`config.mk`:
```
export PLATFORM = sky130hd
export DESIGN_NAME = timer_dev_flat
export DESIGN_NICKNAME = d
export VERILOG_FILES = /design/src/rtl/timer_dev_if.sv /design/src/rtl/timer_dev.sv /design/src/flat_wrapper.sv
export SDC_FILE = /design/constraint.sdc
export NUM_CORES = 1
export LEC_CHECK = 0
export ABC_AREA = 1
export CAP_MARGIN = 20
export CORE_MARGIN = 4
export CORE_UTILIZATION = 40
export CTS_CLUSTER_SIZE = 8
export DETAILED_ROUTE_END_ITERATION = 7
export DONT_BUFFER_PORTS = 1
export SETUP_SLACK_MARGIN = 0.5
export SLEW_MARGIN = 20
export SYNTH_ARGS = -nofsm -noshare
export SYNTH_HDL_FRONTEND = slang
export SYNTH_SLANG_ARGS = --single-unit
```
`constraint.sdc`:
```
create_clock -name clk -period 4.1 [get_ports clk]
set_clock_uncertainty 0.15 [all_clocks]
set_input_delay 0.82 -clock clk [delete_from_list [all_inputs] [get_ports clk]]
set_output_delay 0.82 -clock clk [all_outputs]
set_load 0.03 [all_outputs]
```
`src/rtl/timer_dev_if.sv`:
```
// timer_dev_if -- CPU register bus for the timer device.
//   addr   : register select (CPU address bits [3:2])
//   we     : write strobe, sampled at posedge clk
//   wdata  : write data
//   byteen : byte write enables (only when TIMER_BYTEEN_EN is defined)
//   rdata  : combinational read data from the device
//   irq    : registered interrupt request from the device
// Modports: master = CPU side, slave = timer side.
interface timer_dev_if;
    logic [1:0]  addr;
    logic        we;
    logic [31:0] wdata;
`ifdef TIMER_BYTEEN_EN
    logic [3:0]  byteen;
`endif
    logic [31:0] rdata;
    logic        irq;

`ifdef TIMER_BYTEEN_EN
    modport master (output addr, we, wdata, byteen, input rdata, irq);
    modport slave  (input addr, we, wdata, byteen, output rdata, irq);
`else
    modport master (output addr, we, wdata, input rdata, irq);
    modport slave  (input addr, we, wdata, output rdata, irq);
`endif
endinterface

```
`src/rtl/timer_dev.sv`:
```
// timer_dev -- 32-bit down-counting timer with one-shot / auto-reload modes.
// Ports:
//   clk   : clock
//   reset : asynchronous active-high reset
//   bus   : timer_dev_if.slave (addr, we, wdata, [byteen], rdata, irq)
// Register map: 0 CTRL {IM, MODE[1:0], EN}, 1 PRESET, 2 COUNT (read-only), 3 reads 0.
// Optional feature: define TIMER_BYTEEN_EN to add per-byte write enables;
// a write with all byte enables low is then a complete no-op.
module timer_dev (
    input  logic       clk,
    input  logic       reset,
    timer_dev_if.slave bus
);
    typedef enum logic [1:0] {IDLE, LOAD, CNT, INT} state_t;

    state_t      state;
    logic [3:0]  ctrl;
    logic [31:0] preset;
    logic [31:0] count;
    logic        irq_flag;
    logic        irq_q;

    logic [31:0] wmask;
    logic        wr_any;
    logic        wr_ctrl;
    logic        wr_preset;
    logic [3:0]  ctrl_nxt;
    logic [31:0] preset_nxt;

`ifdef TIMER_BYTEEN_EN
    for (genvar i = 0; i < 4; i++) begin : g_mask
        assign wmask[8*i +: 8] = {8{bus.byteen[i]}};
    end
`else
    assign wmask = '1;
`endif

    // An all-zero byte mask means the write never happened at all.
    assign wr_any     = bus.we && (wmask != 32'd0);
    assign wr_ctrl    = wr_any && (bus.addr == 2'd0);
    assign wr_preset  = wr_any && (bus.addr == 2'd1);
    assign ctrl_nxt   = wmask[0] ? bus.wdata[3:0] : ctrl;
    assign preset_nxt = (preset & ~wmask) | (bus.wdata & wmask);

    // irq_q is kept equal to irq_flag & IM by updating it alongside every
    // change of either, so irq comes straight from a flop.
    always_ff @(posedge clk or posedge reset) begin
        if (reset) begin
            state    <= IDLE;
            ctrl     <= 4'd0;
            preset   <= 32'd0;
            count    <= 32'd0;
            irq_flag <= 1'b0;
            irq_q    <= 1'b0;
        end else if (wr_ctrl || wr_preset) begin
            // CPU write wins over anything the FSM would do this edge.
            if (wr_ctrl)   ctrl   <= ctrl_nxt;
            if (wr_preset) preset <= preset_nxt;
            state    <= IDLE;
            irq_flag <= 1'b0;
            irq_q    <= 1'b0;
        end else begin
            case (state)
                IDLE: if (ctrl[0]) state <= LOAD;
                LOAD: begin
                    count <= preset;
                    state <= CNT;
                end
                CNT: begin
                    if (!ctrl[0]) begin
                        state <= IDLE;
                    end else if (count > 32'd1) begin
                        count <= count - 32'd1;
                    end else begin
                        count    <= 32'd0;
                        irq_flag <= 1'b1;
                        irq_q    <= ctrl[3];
                        state    <= INT;
                    end
                end
                INT: begin
                    if (ctrl[2:1] == 2'b01) begin
                        irq_flag <= 1'b0;
                        irq_q    <= 1'b0;
                        state    <= LOAD;
                    end else begin
                        ctrl[0] <= 1'b0;
                        state   <= IDLE;
                    end
                end
                default: state <= IDLE;
            endcase
        end
    end

    always_comb begin
        bus.rdata = 32'd0;
        case (bus.addr)
            2'd0:    bus.rdata = {28'd0, ctrl};
            2'd1:    bus.rdata = preset;
            2'd2:    bus.rdata = count;
            default: bus.rdata = 32'd0;
        endcase
    end

    assign bus.irq = irq_q;
endmodule

```
`src/flat_wrapper.sv`:
```
// flat-port wrapper written by rule: the top's interface ports become plain ports
module timer_dev_flat 
  (clk, reset, bus_addr, bus_we, bus_wdata, bus_rdata, bus_irq);
  timer_dev_if bus_i ();
  input  logic clk;
  input  logic reset;
  input wire logic [$bits(bus_i.addr)-1:0] bus_addr;
  input wire logic [$bits(bus_i.we)-1:0] bus_we;
  input wire logic [$bits(bus_i.wdata)-1:0] bus_wdata;
  output wire logic [$bits(bus_i.rdata)-1:0] bus_rdata;
  output wire logic [$bits(bus_i.irq)-1:0] bus_irq;
  assign bus_i.addr = bus_addr;
  assign bus_i.we = bus_we;
  assign bus_i.wdata = bus_wdata;
  assign bus_rdata = bus_i.rdata;
  assign bus_irq = bus_i.irq;
  timer_dev u_core (.clk(clk), .reset(reset), .bus(bus_i));
endmodule
```
**Yosys cells after proc, flatten, opt, wreduce, memory -nomap -nowiden**

Index checks and enable logic that the tools add are counted.

- Register bits: 71
- Bits in latches: 0
- Bits in writable memories: 0
- ROM bits: 0
- Memories: 0

- $add $sub $neg: 1
- $mul: 0
- Div/mod/pow operators: 0
- Order comparisons: 1
- Equal/unequal tests: 14
- Shifts and indexed selects: 0
- Muxes and demuxes: 19
- Bitwise gates (word level): 1
- Reduce and logical (&&, ||, !) cells: 14

Operators by type and width:

| kind | count |
|---|---|
| $pmux W32 S3 | 1 |
| $mux W32 | 2 |
| $pmux W32 S2 | 1 |
| $gt A32 B1 Y1 const B | 1 |
| $sub A32 B1 Y32 const B | 1 |
| $mux W1 | 9 |
| $ne A3 B1 Y1 const B | 3 |
| $mux W2 | 4 |
| $pmux W2 S4 | 1 |
| $eq A2 B1 Y1 const B | 3 |
| $eq A2 B2 Y1 const B | 3 |
| $ne A2 B1 Y1 const B | 3 |
| $reduce_and A2 Y1 | 3 |
| $reduce_and A3 Y1 | 2 |
| $logic_not A2 Y1 | 2 |
| $ne A4 B4 Y1 const B | 1 |
| $reduce_and A4 Y1 | 1 |
| $reduce_bool A2 Y1 | 2 |
| $ne A3 B2 Y1 const B | 1 |
| $reduce_bool A3 Y1 | 1 |
| $logic_and A1 B1 Y1 | 2 |
| $pmux W1 S2 | 1 |
| $logic_or A1 B1 Y1 | 1 |
| $not A1 Y1 | 1 |

**Logic depth before layout (Yosys ltp)**

Gate-level depths: netlist of run 1.

- Word-level depth: 5
- Depth in mapped cells: 11
- Gate-level depth less buffers: 11

**Worst setup path after synthesis of run 1**

Ideal clock, no wire load.

- Kind: input -> output
- Start: input bus_addr[0]
- End: output bus_rdata[31]
- Arrival time: 1.853 ns
- Path slack: 1.277 ns
- Stages: 4
- Cells stage by stage: inv_2 nand2_1 clkbuf_1 o21ai_0

- Word-level cells in the longest chain between the ends: 2
- Elaborated cells on any way between the ends: 4
- Classes of those cells: 2 x eq/ne; 1 x mux; 1 x reduce/logical

Ends and longest elaborated chain:

| element | line | source |
|---|---|---|
| from (decl) | flat_wrapper.sv:7 | `input wire logic [$bits(bus_i.addr)-1:0] bus_addr;` |
| $eq A2 B2 Y1, or another cell as far along | timer_dev.sv:98 | `case (bus.addr)` |
| $pmux W32 S3 (*) | timer_dev.sv:98 |  |
| to (decl) | flat_wrapper.sv:10 | `output wire logic [$bits(bus_i.rdata)-1:0] bus_rdata;` |

Mark *: on every way between the ends. The rest lies on a longest branch, timed or not.

**Final worst setup path of run 1**

- Start: input bus_addr[0]
- End: output bus_rdata[7]

Same word-level chain as after synthesis.

==> results of run 1 <==
[final timing paths]
check	slack, ns	cells after the start	to
worst max-delay path	0.86	4	bus_rdata[7]
worst min-delay path	0.32	1	u_core.preset[2]$_DFFE_PP0P_
worst max register to register	1.65	9	u_core.count[18]$_DFFE_PP0P_
worst min register to register	0.35	2	u_core.preset[1]$_DFFE_PP0P_
max in group asynchronous	2.70	2	u_core.count[30]$_DFFE_PP0P_
min in group clk	0.35	2	u_core.preset[1]$_DFFE_PP0P_
[Yosys cell counts (all sizes together)]
cell,instances
dfrtp,71
xnor2,1
nor3,1
inv,83
ha,5
o211ai,4
xor2,5
nand2,143
buf,10
a21oi,67
o21ai,58
nor2,102
clkinv,1
o22ai,24
nand4,4
clkbuf,13
a31oi,1
nand3b,1
o221ai,1
o21a,1
nand3,31
[logic make-up after synthesis]
group,after synthesis,synth area share
DFF,71,0.4047
buffers and inverters,107,0.1032
adders and majority gates,5,0.01425
xor gates and xnor gates,6,0.01197
and+or+nand+nor,282,0.2747
AOI/OAI and AO/OA,156,0.1912
[state kept, by name, summed over array words and instances, names as in the netlist]
register        count
u_core.state        2
u_core.bus.irq      1
u_core.ctrl         4
u_core.preset      32
u_core.count       32
[worst max-delay path, stage by stage]
cell,delay (ns)
inv_2,0.04
nor2_4,0.22
inv_1,0.47
o22ai_1,0.71
[power groups by stage]
stage / logic, uW / clock network, uW / registers, uW
floorplan: 1240 / 0 / 1160
global placement: 1510 / 0 / 1220
detailed placement: 1540 / 0 / 1230
CTS: 1550 / 695 / 1220
global route: 1760 / 722 / 1260
finish: 1530 / 681 / 1220
[layer usage]
metal  GRT usage  vias to the layer above  wire [um]
met5           0                        -          0
met4     0.05449                        0        170
met3     0.05080                       16        701
met2      0.3306                      123       5846
met1      0.2549                     1951       5439
li1            -                     2066          -
[final cells by class]
cell class              instances  area, um2
fillers                      1081       5592
multi-input cells             449       2161
flip-flops and latches         71       1777
inverters                      84      319.1
repair buffers                 33      247.7
clock buffers                  14      182.7
well taps                     136      170.2
clock inverters                 2      60.06
[metrics by stage]
step,util,hold slack [ns],total power [uW],area (um2),cells
final,0.4679,0.3230,3437,4917,789
after global routing,0.4679,0.3854,3741,4917,789
after CTS,0.4678,0.3626,3463,4916,789
after detailed placement,0.4447,0.3421,2770,4673,773
after global placement,0.4447,0.3241,2729,4673,773
after floorplan,-,0.3030,2401,4390,627
==> qor.yml, run 1 <==
min_period_ns: 3.238
clock_latency_ns: 0.36
cp-end-kind: "primary output"
syn_inst: 627
first_global_vias: 4133
internal-power_uw: 1870
gp_congestion: 0.8776
initial_core_util: 0.4178
mostFrequentLayoutCells: "nand2_1, nor2_1, inv_1"
fp.dieArea_um2: 12720
switching_share: 0.4558
cts_max_level: 3
p_per_area_nw_per_um2: 698.9
io_buffers: 0
tightestPinTransition_ns: 0.9328
rsz0062_at_grt: "false"
first_iter_violations: 281
critPathLaunch: "bus_addr[0]"
synth_top_area_frac: 0.4047
drt-wirelength-per-cell_um: 15.41
cts-root-buf: "clkbuf_8"
syn-cell-area_um2: 4390
fp.dieW_um: 112.8
layout-drive-gt1-share: 0.1103
ir_worst_vdd_mv: 0.2842
relSlewSlack: 0.3774
ys_types: 33
hold_path_class: "in2async"
cts-buffers-inserted: 9
first_pass_iters: 5
routed_wl_um: 12160
ys_seq_area_frac: 0.4047
p_sw_uw: 1567
grt_antenna_before_repair: 0
finalSetupViolations: 0
clock_power_share: 0.198
cts_tree: "built"
synth.avg_cell_area_um2: 7.002
critical_path_class: "in2out"
slew_viol_final: 0
crit_fanout: 24
reg2reg_from: "u_core.count[0]$_DFFE_PP0P_"
combPwrFrac: 0.446
grt.overflow.total: 0
setup-tns-final_ns: 0
fp.coreArea_um2: 10510
drc_errors: 0
hold_viol: 0
dpl.hpwl_um: 8826
yosys.area.top_type: "dfrtp_1"
clkSinkCount: 71
final_common_cell: "nand2_1"
p_leak_uw: 0.002289
critPathRequiredTime_ns: 3.13
startpoint_type: "primary input"
area_delta_synth_final_pct: 12.00
grt_pass1_wl_um: 20490
ctsHoldBuffers: 0
fmax_mhz: 308.8
viasPerCell: 5.267
status: "complete, no violations"
syn-num-nets: 669
grt_max_degree: 48
antenna_cells: 0
clockBufferDepth: 2
drv_cap: 0
num_rows: 37
antenna_left: 0
io_pins: 70
fin_ws_ns: 0.8622
cts_setup_buffers: 0
post-place-ws_ns: 0.8402
seqPwrFrac: 0.356
clk_pin_slew_ns: 0.08
synthTopCellsByArea: "dfrtp_1, nand2_1, nor2_1, a21oi_1, inv_1"
vias: 4156
cts_resized: 0
yosys_warnings: 0
die_h_um: 112.8
grt.total_usage: 0.1979
cp.arrival_ns: 2.27
fin_nets: 690
ys_ff_latch: 71
period_share: 0.7897
Power figures use the tool's default switching activity.
==> run 2: changes to the inputs <==
Clock period 4.1 ns to 2.7 ns, I/O delays scaled along.
==> qor.yml, run 2 (synthesis results as in run 1) <==
fp.dieW_um: 112.8  # unchanged
grt.overflow.total: 0  # unchanged
min_period_ns: 2.150
fillCellCount: 1081  # unchanged
cp_top_family: "buffers and inverters"
clkSinkCount: 71  # unchanged
stdcell_area_um2: 5006  # +1.8%
clk_pin_slew_ns: 0.07  # about the same
first_global_vias: 4115  # -0.44%
cp-endpoint: "bus_rdata[31]"
clockBufferDepth: 2  # unchanged
layout-drive-gt1-share: 0.1317  # +0.02148
place_area_um2: 4762  # +1.9%
clock_latency_ns: 0.36  # about the same
reg2reg_from: "u_core.state[0]$_DFFE_PP0P_"
crit_top_cell: "buf_4"
mostFrequentLayoutCells: "nand2_1, nor2_1, inv_1"
seq_area_um2: 1777  # unchanged
reg2reg_to: "u_core.count[1]$_DFFE_PP0P_"
setup-tns-final_ns: 0  # unchanged
rsz0062_at_grt: "false"
grt_antenna_before_repair: 0  # unchanged
cp_slowest_cell: "o21ai_0"
drc_errors: 0  # unchanged
grt_pass1_wl_um: 20360  # -0.64%
grt_max_degree: 51  # +6.3%
period_share: 0.7962
cts-root-buf: "clkbuf_8"
dpl.hpwl_um: 8736  # -1.0%
worst-path-buf-inv: 3  # +1
cts-buffers-inserted: 9  # unchanged
hold_path_class: "in2reg"
initial_core_util: 0.4178  # unchanged
first_pass_iters: 5  # unchanged
multi_input_area_um2: 2163  # +0.12%
crit_fanout: 30  # +25%
io_buffers: 0  # unchanged
status: "complete, no violations"
first_iter_violations: 229  # -19%
cts_tree: "built"
antenna_left: 0  # unchanged
vias: 4169  # +0.31%
reg.largest.list: "u_core.count x32, u_core.preset x32, u_core.ctrl x4"
cp.arrival_ns: 1.46  # -0.81 ns
num_rows: 37  # unchanged
tightestPinTransition_ns: 0.5398  # -0.3930 ns
total_power_uw: 5036  # +47%
fmax_mhz: 465.2
ir_worst_vdd_mv: 0.7662  # +170%
r2r_slack_ns: 0.69  # -0.96 ns
io_pins: 70  # unchanged
fp.coreArea_um2: 10510  # unchanged
grt.total_usage: 0.1952  # -0.002796
critPathRequiredTime_ns: 2.01  # -1.12 ns
p_leak_uw: 0.002338  # +2.1%
internal-power_uw: 2668  # +43%
relSlewSlack: 0.6394  # +0.2619
path_cells: "inv_2 -> nand2_1 -> buf_4 -> o21ai_0 -> buf_4"
routed_wl_um: 12010  # -1.2%
cts_max_level: 3  # unchanged
gp_congestion: 0.8615  # -1.8%
antenna_cells: 0  # unchanged
die_h_um: 112.8  # unchanged
finish.utilization: 0.4764  # +0.008453
switching_share: 0.4701  # +0.01432
cp_num_cells: 5  # +1
reg2reg_depth: 8  # -1
fp.dieArea_um2: 12720  # unchanged
drt-wirelength-per-cell_um: 14.94  # -3.1%
fin_nets: 705  # +2.2%
drv_cap: 0  # unchanged
critPathMaxStageDelay_ns: 0.31  # -0.40 ns
p_per_area_nw_per_um2: 1006  # +44%
critPathLaunch: "bus_addr[0]"
critical_path_class: "in2out"
startpoint_type: "primary input"
final_common_cell: "nand2_1"
clock_power_share: 0.154  # -0.044
seqPwrFrac: 0.367  # +0.011
hold_viol: 0  # unchanged
area_delta_synth_final_pct: 14.02
finalSetupViolations: 0  # unchanged
p_sw_uw: 2368  # +51%
viasPerCell: 5.185  # -1.6%
cp-end-kind: "primary output"
slew_viol_final: 0  # unchanged
combPwrFrac: 0.479  # +0.033
[run 2: timing repair]
| action | CTS | global route |
|---|---|---|
| endpoints found under the hold margin | 20 | 0 |
| buffers inserted | 5 | 1 |
| setup endpoints to repair | 29 | 16 |
| gates resized for setup | 1 | 3 |
| pin swaps | 1 | 0 |
| hold buffers | 1 | 0 |
| gates cloned | 0 | 0 |
[run 2: metal layers]
layer | up-vias | GRT usage | wire [um] | part of all wire
li1 | 2100 | - | - | -
met1 | 1961 | 0.2556 | 5396 | 0.45
met2 | 94 | 0.3254 | 5804 | 0.48
met3 | 14 | 0.05348 | 697 | 0.058
met4 | 0 | 0.03926 | 112 | 0.0093
met5 | - | 0 | 0 | 0
[run 2: per-stage QoR]
stage,hold slack [ns],setup WS (ns),std cells
2_1_floorplan,0.3030,0.4373,627
3_3_place_gp,0.3191,0.4995,781
3_5_place_dp,0.3252,0.4682,781
4_1_cts,0.1400,0.5673,803
5_1_grt,0.1436,0.5120,804
6_report,0.1482,0.5504,804
[run 2: layout make-up]
cell class	instances	area share
Clock buffer	12	0.03099
Multi-Input combinational cell	449	0.4321
Clock inverter	4	0.003999
Inverter	84	0.06498
Tap cell	136	0.03399
Timing Repair Buffer	48	0.07898
Sequential cell	71	0.3549
[run 2: worst min path at each step]
stage	startpoint	end	cells past startpoint
global route	bus_wdata[8]	u_core.preset[8]$_DFFE_PP0P_	2
CTS	bus_wdata[8]	u_core.preset[8]$_DFFE_PP0P_	2
global placement	u_core.preset[1]$_DFFE_PP0P_	u_core.preset[1]$_DFFE_PP0P_	2
finish	bus_wdata[8]	u_core.preset[8]$_DFFE_PP0P_	2
floorplan	u_core.preset[1]$_DFFE_PP0P_	u_core.preset[1]$_DFFE_PP0P_	2
detailed placement	u_core.preset[1]$_DFFE_PP0P_	u_core.preset[1]$_DFFE_PP0P_	2
[run 2: power groups by stage]
| stage | logic, uW | registers, uW | clock network (uW) |
|---|---|---|---|
| 2_1_floorplan | 1890 | 1760 | 0 |
| 3_3_place_gp | 2330 | 1850 | 0 |
| 3_5_place_dp | 2370 | 1860 | 0 |
| 4_1_cts | 2420 | 1840 | 800 |
| 5_1_grt | 2750 | 1900 | 834 |
| 6_report | 2410 | 1850 | 777 |
==> run 3: changes to the inputs <==
Clock period 2.7 ns to 1.7 ns, I/O delays scaled along.
==> qor.yml, run 3 (synthesis results as in run 1) <==
reg2reg_from: "u_core.count[0]$_DFFE_PP0P_"
layout-drive-gt1-share: 0.4176  # +0.2859
cts-buffers-inserted: 9  # unchanged
initial_core_util: 0.4178  # unchanged
die_h_um: 112.8  # unchanged
switching_share: 0.4560  # -0.01419
final_common_cell: "nand2_1"
p_per_area_nw_per_um2: 1655  # +65%
clk_pin_slew_ns: 0.07  # about the same
fin_nets: 821  # +16%
grt_antenna_before_repair: 0  # unchanged
stdcell_area_um2: 7133  # +42%
finalSetupViolations: 43  # +43
reg2reg_to: "u_core.count[17]$_DFFE_PP0P_"
clock_latency_ns: 0.37  # about the same
antenna_left: 0  # unchanged
cts_tree: "built"
seqPwrFrac: 0.245  # -0.122
grt.total_usage: 0.2392  # +0.04402
viasPerCell: 5.362  # +3.4%
placedCellCount: 825  # +5.6%
num_rows: 37  # unchanged
crit_fanout: 9  # -70%
fillCellCount: 792  # -27%
vias: 4928  # +18%
clkSinkCount: 71  # unchanged
relSlewSlack: 0.7694  # +0.1300
fin_ws_ns: -0.1524  # -0.7028 ns
fp.dieW_um: 112.8  # unchanged
reg2reg_depth: 11  # +3
hold_path_class: "in2reg"
min_from: "bus_we"
first_global_vias: 5095  # +24%
setup-tns-final_ns: -4.300  # -4.300 ns
routed_wl_um: 15130  # +26%
combPwrFrac: 0.654  # +0.175
drt-wirelength-per-cell_um: 16.47  # +10%
gp_congestion: 0.8964  # +4.1%
drc_errors: 0  # unchanged
critical_path_class: "reg2reg"
dpl.hpwl_um: 10040  # +15%
fmax_mhz: 539.8
io_buffers: 0  # unchanged
mostFrequentLayoutCells: "nand2_1, nor2_1, buf_4"
whs_endpoint: "u_core.ctrl[0]$_DFFE_PP0P_"
grt_pass1_wl_um: 24640  # +21%
first_iter_violations: 268  # +17%
antenna_cells: 0  # unchanged
slew_viol_final: 0  # unchanged
seq_area_um2: 1778  # about the same
fp.dieArea_um2: 12720  # unchanged
status: "finished with violations"
p_sw_uw: 5384  # +130%
period_share: 1.090
first_pass_iters: 5  # unchanged
internal-power_uw: 6424  # +140%
io_pins: 70  # unchanged
critPathRequiredTime_ns: 1.84  # -0.17 ns
violations: "setup timing"
cp-end-kind: "register"
startpoint_type: "register"
reg.largest.list: "u_core.count x32, u_core.preset x32, u_core.ctrl x4"
min_period_ns: 1.852
multi_input_area_um2: 2997  # +39%
ir_worst_vdd_mv: 0.8096  # +5.7%
clockBufferDepth: 2  # unchanged
p_leak_uw: 0.003092  # +32%
drv_cap: 0  # unchanged
cp.arrival_ns: 2.00  # +0.54 ns
tightestPinTransition_ns: 0.3459  # -0.1938 ns
whs_path_depth: 3  # +1
grt_max_degree: 53  # +3.9%
grt.overflow.total: 0  # unchanged
area_delta_synth_final_pct: 62.47
place_area_um2: 5579  # +17%
cts_max_level: 3  # unchanged
rsz0062_at_grt: "true"
hold_viol: 0  # unchanged
r2r_slack_ns: -0.15  # -0.84 ns
layoutNonFillerInstCount: 919  # +14%
cts-root-buf: "clkbuf_8"
clock_power_share: 0.101  # -0.053
fp.coreArea_um2: 10510  # unchanged
-- run 3: per-stage QoR --
step | utilization | setup slack (ns) | power, uW | hold slack (ns)
finish | 0.6788 | -0.1524 | 11810 | 0.1449
global route | 0.6788 | -0.2114 | 12590 | 0.1617
CTS | 0.6478 | -0.1530 | 11060 | 0.1234
detailed placement | 0.5309 | -0.06672 | 8221 | 0.2363
global placement | 0.5309 | -0.04799 | 8099 | 0.2360
floorplan | - | 0.09985 | 6267 | 0.2996
-- run 3: final cells by class --
type / instances / area share
multi-input combinational: 449 / 0.4201
tap: 136 / 0.02386
sequential: 71 / 0.2493
timing repair buffer: 164 / 0.2272
clock buffer: 14 / 0.02140
clock inverter: 1 / 0.0007016
inverter: 84 / 0.05753
-- run 3: worst max-delay path, stage by stage, from the launching register on --
cell and delay [ns]:
dfrtp_1 0.40, inv_2 0.08, ha_4 0.17, nand2_4 0.09, nor2_8 0.05, nand2_4 0.08
nand2_4 0.06, a21oi_4 0.19, buf_12 0.14, buf_12 0.14, nand3_2 0.07, a21oi_2 0.14
-- run 3: timing repair --
item,CTS,global route
endpoints found under the setup margin,70,71
setup buffers,37,8
hold buffers,33,0
gates resized for setup,149,67
pin swaps,38,28
hold endpoints to repair,106,0
cloned,1,0
-- run 3: power groups by stage --
| stage | clock [uW] | sequential, uW | combinational (uW) |
|---|---|---|---|
| 5_1_grt | 1310 | 2950 | 8330 |
| 2_1_floorplan | 0 | 2800 | 3470 |
| 3_5_place_dp | 0 | 2810 | 5410 |
| 3_3_place_gp | 0 | 2810 | 5290 |
| 4_1_cts | 1230 | 2840 | 6980 |
| 6_report | 1200 | 2890 | 7720 |
-- run 3: metal layers --
metal	vias up	global-route usage	part of all wire
met2	170	0.4092	0.51
met4	0	0.09215	0.030
met5	-	0	0
met3	33	0.05294	0.056
met1	2380	0.2940	0.41
li1	2345	-	-
-- run 3: worst max-delay path by stage --
stage,start,slack [ns],to,cells past startpoint
2_1_floorplan,u_core.count[0]$_DFFE_PP0P_,0.1,u_core.count[3]$_DFFE_PP0P_,10
4_1_cts,u_core.count[0]$_DFFE_PP0P_,-0.15,bus_rdata[0],4
3_5_place_dp,u_core.count[0]$_DFFE_PP0P_,-0.07,u_core.count[17]$_DFFE_PP0P_,10
3_3_place_gp,u_core.count[7]$_DFFE_PP0P_,-0.05,u_core.count[31]$_DFFE_PP0P_,7
6_report,u_core.count[0]$_DFFE_PP0P_,-0.15,u_core.count[17]$_DFFE_PP0P_,11
5_1_grt,u_core.count[16]$_DFFE_PP0P_,-0.21,u_core.state[0]$_DFFE_PP0P_,11
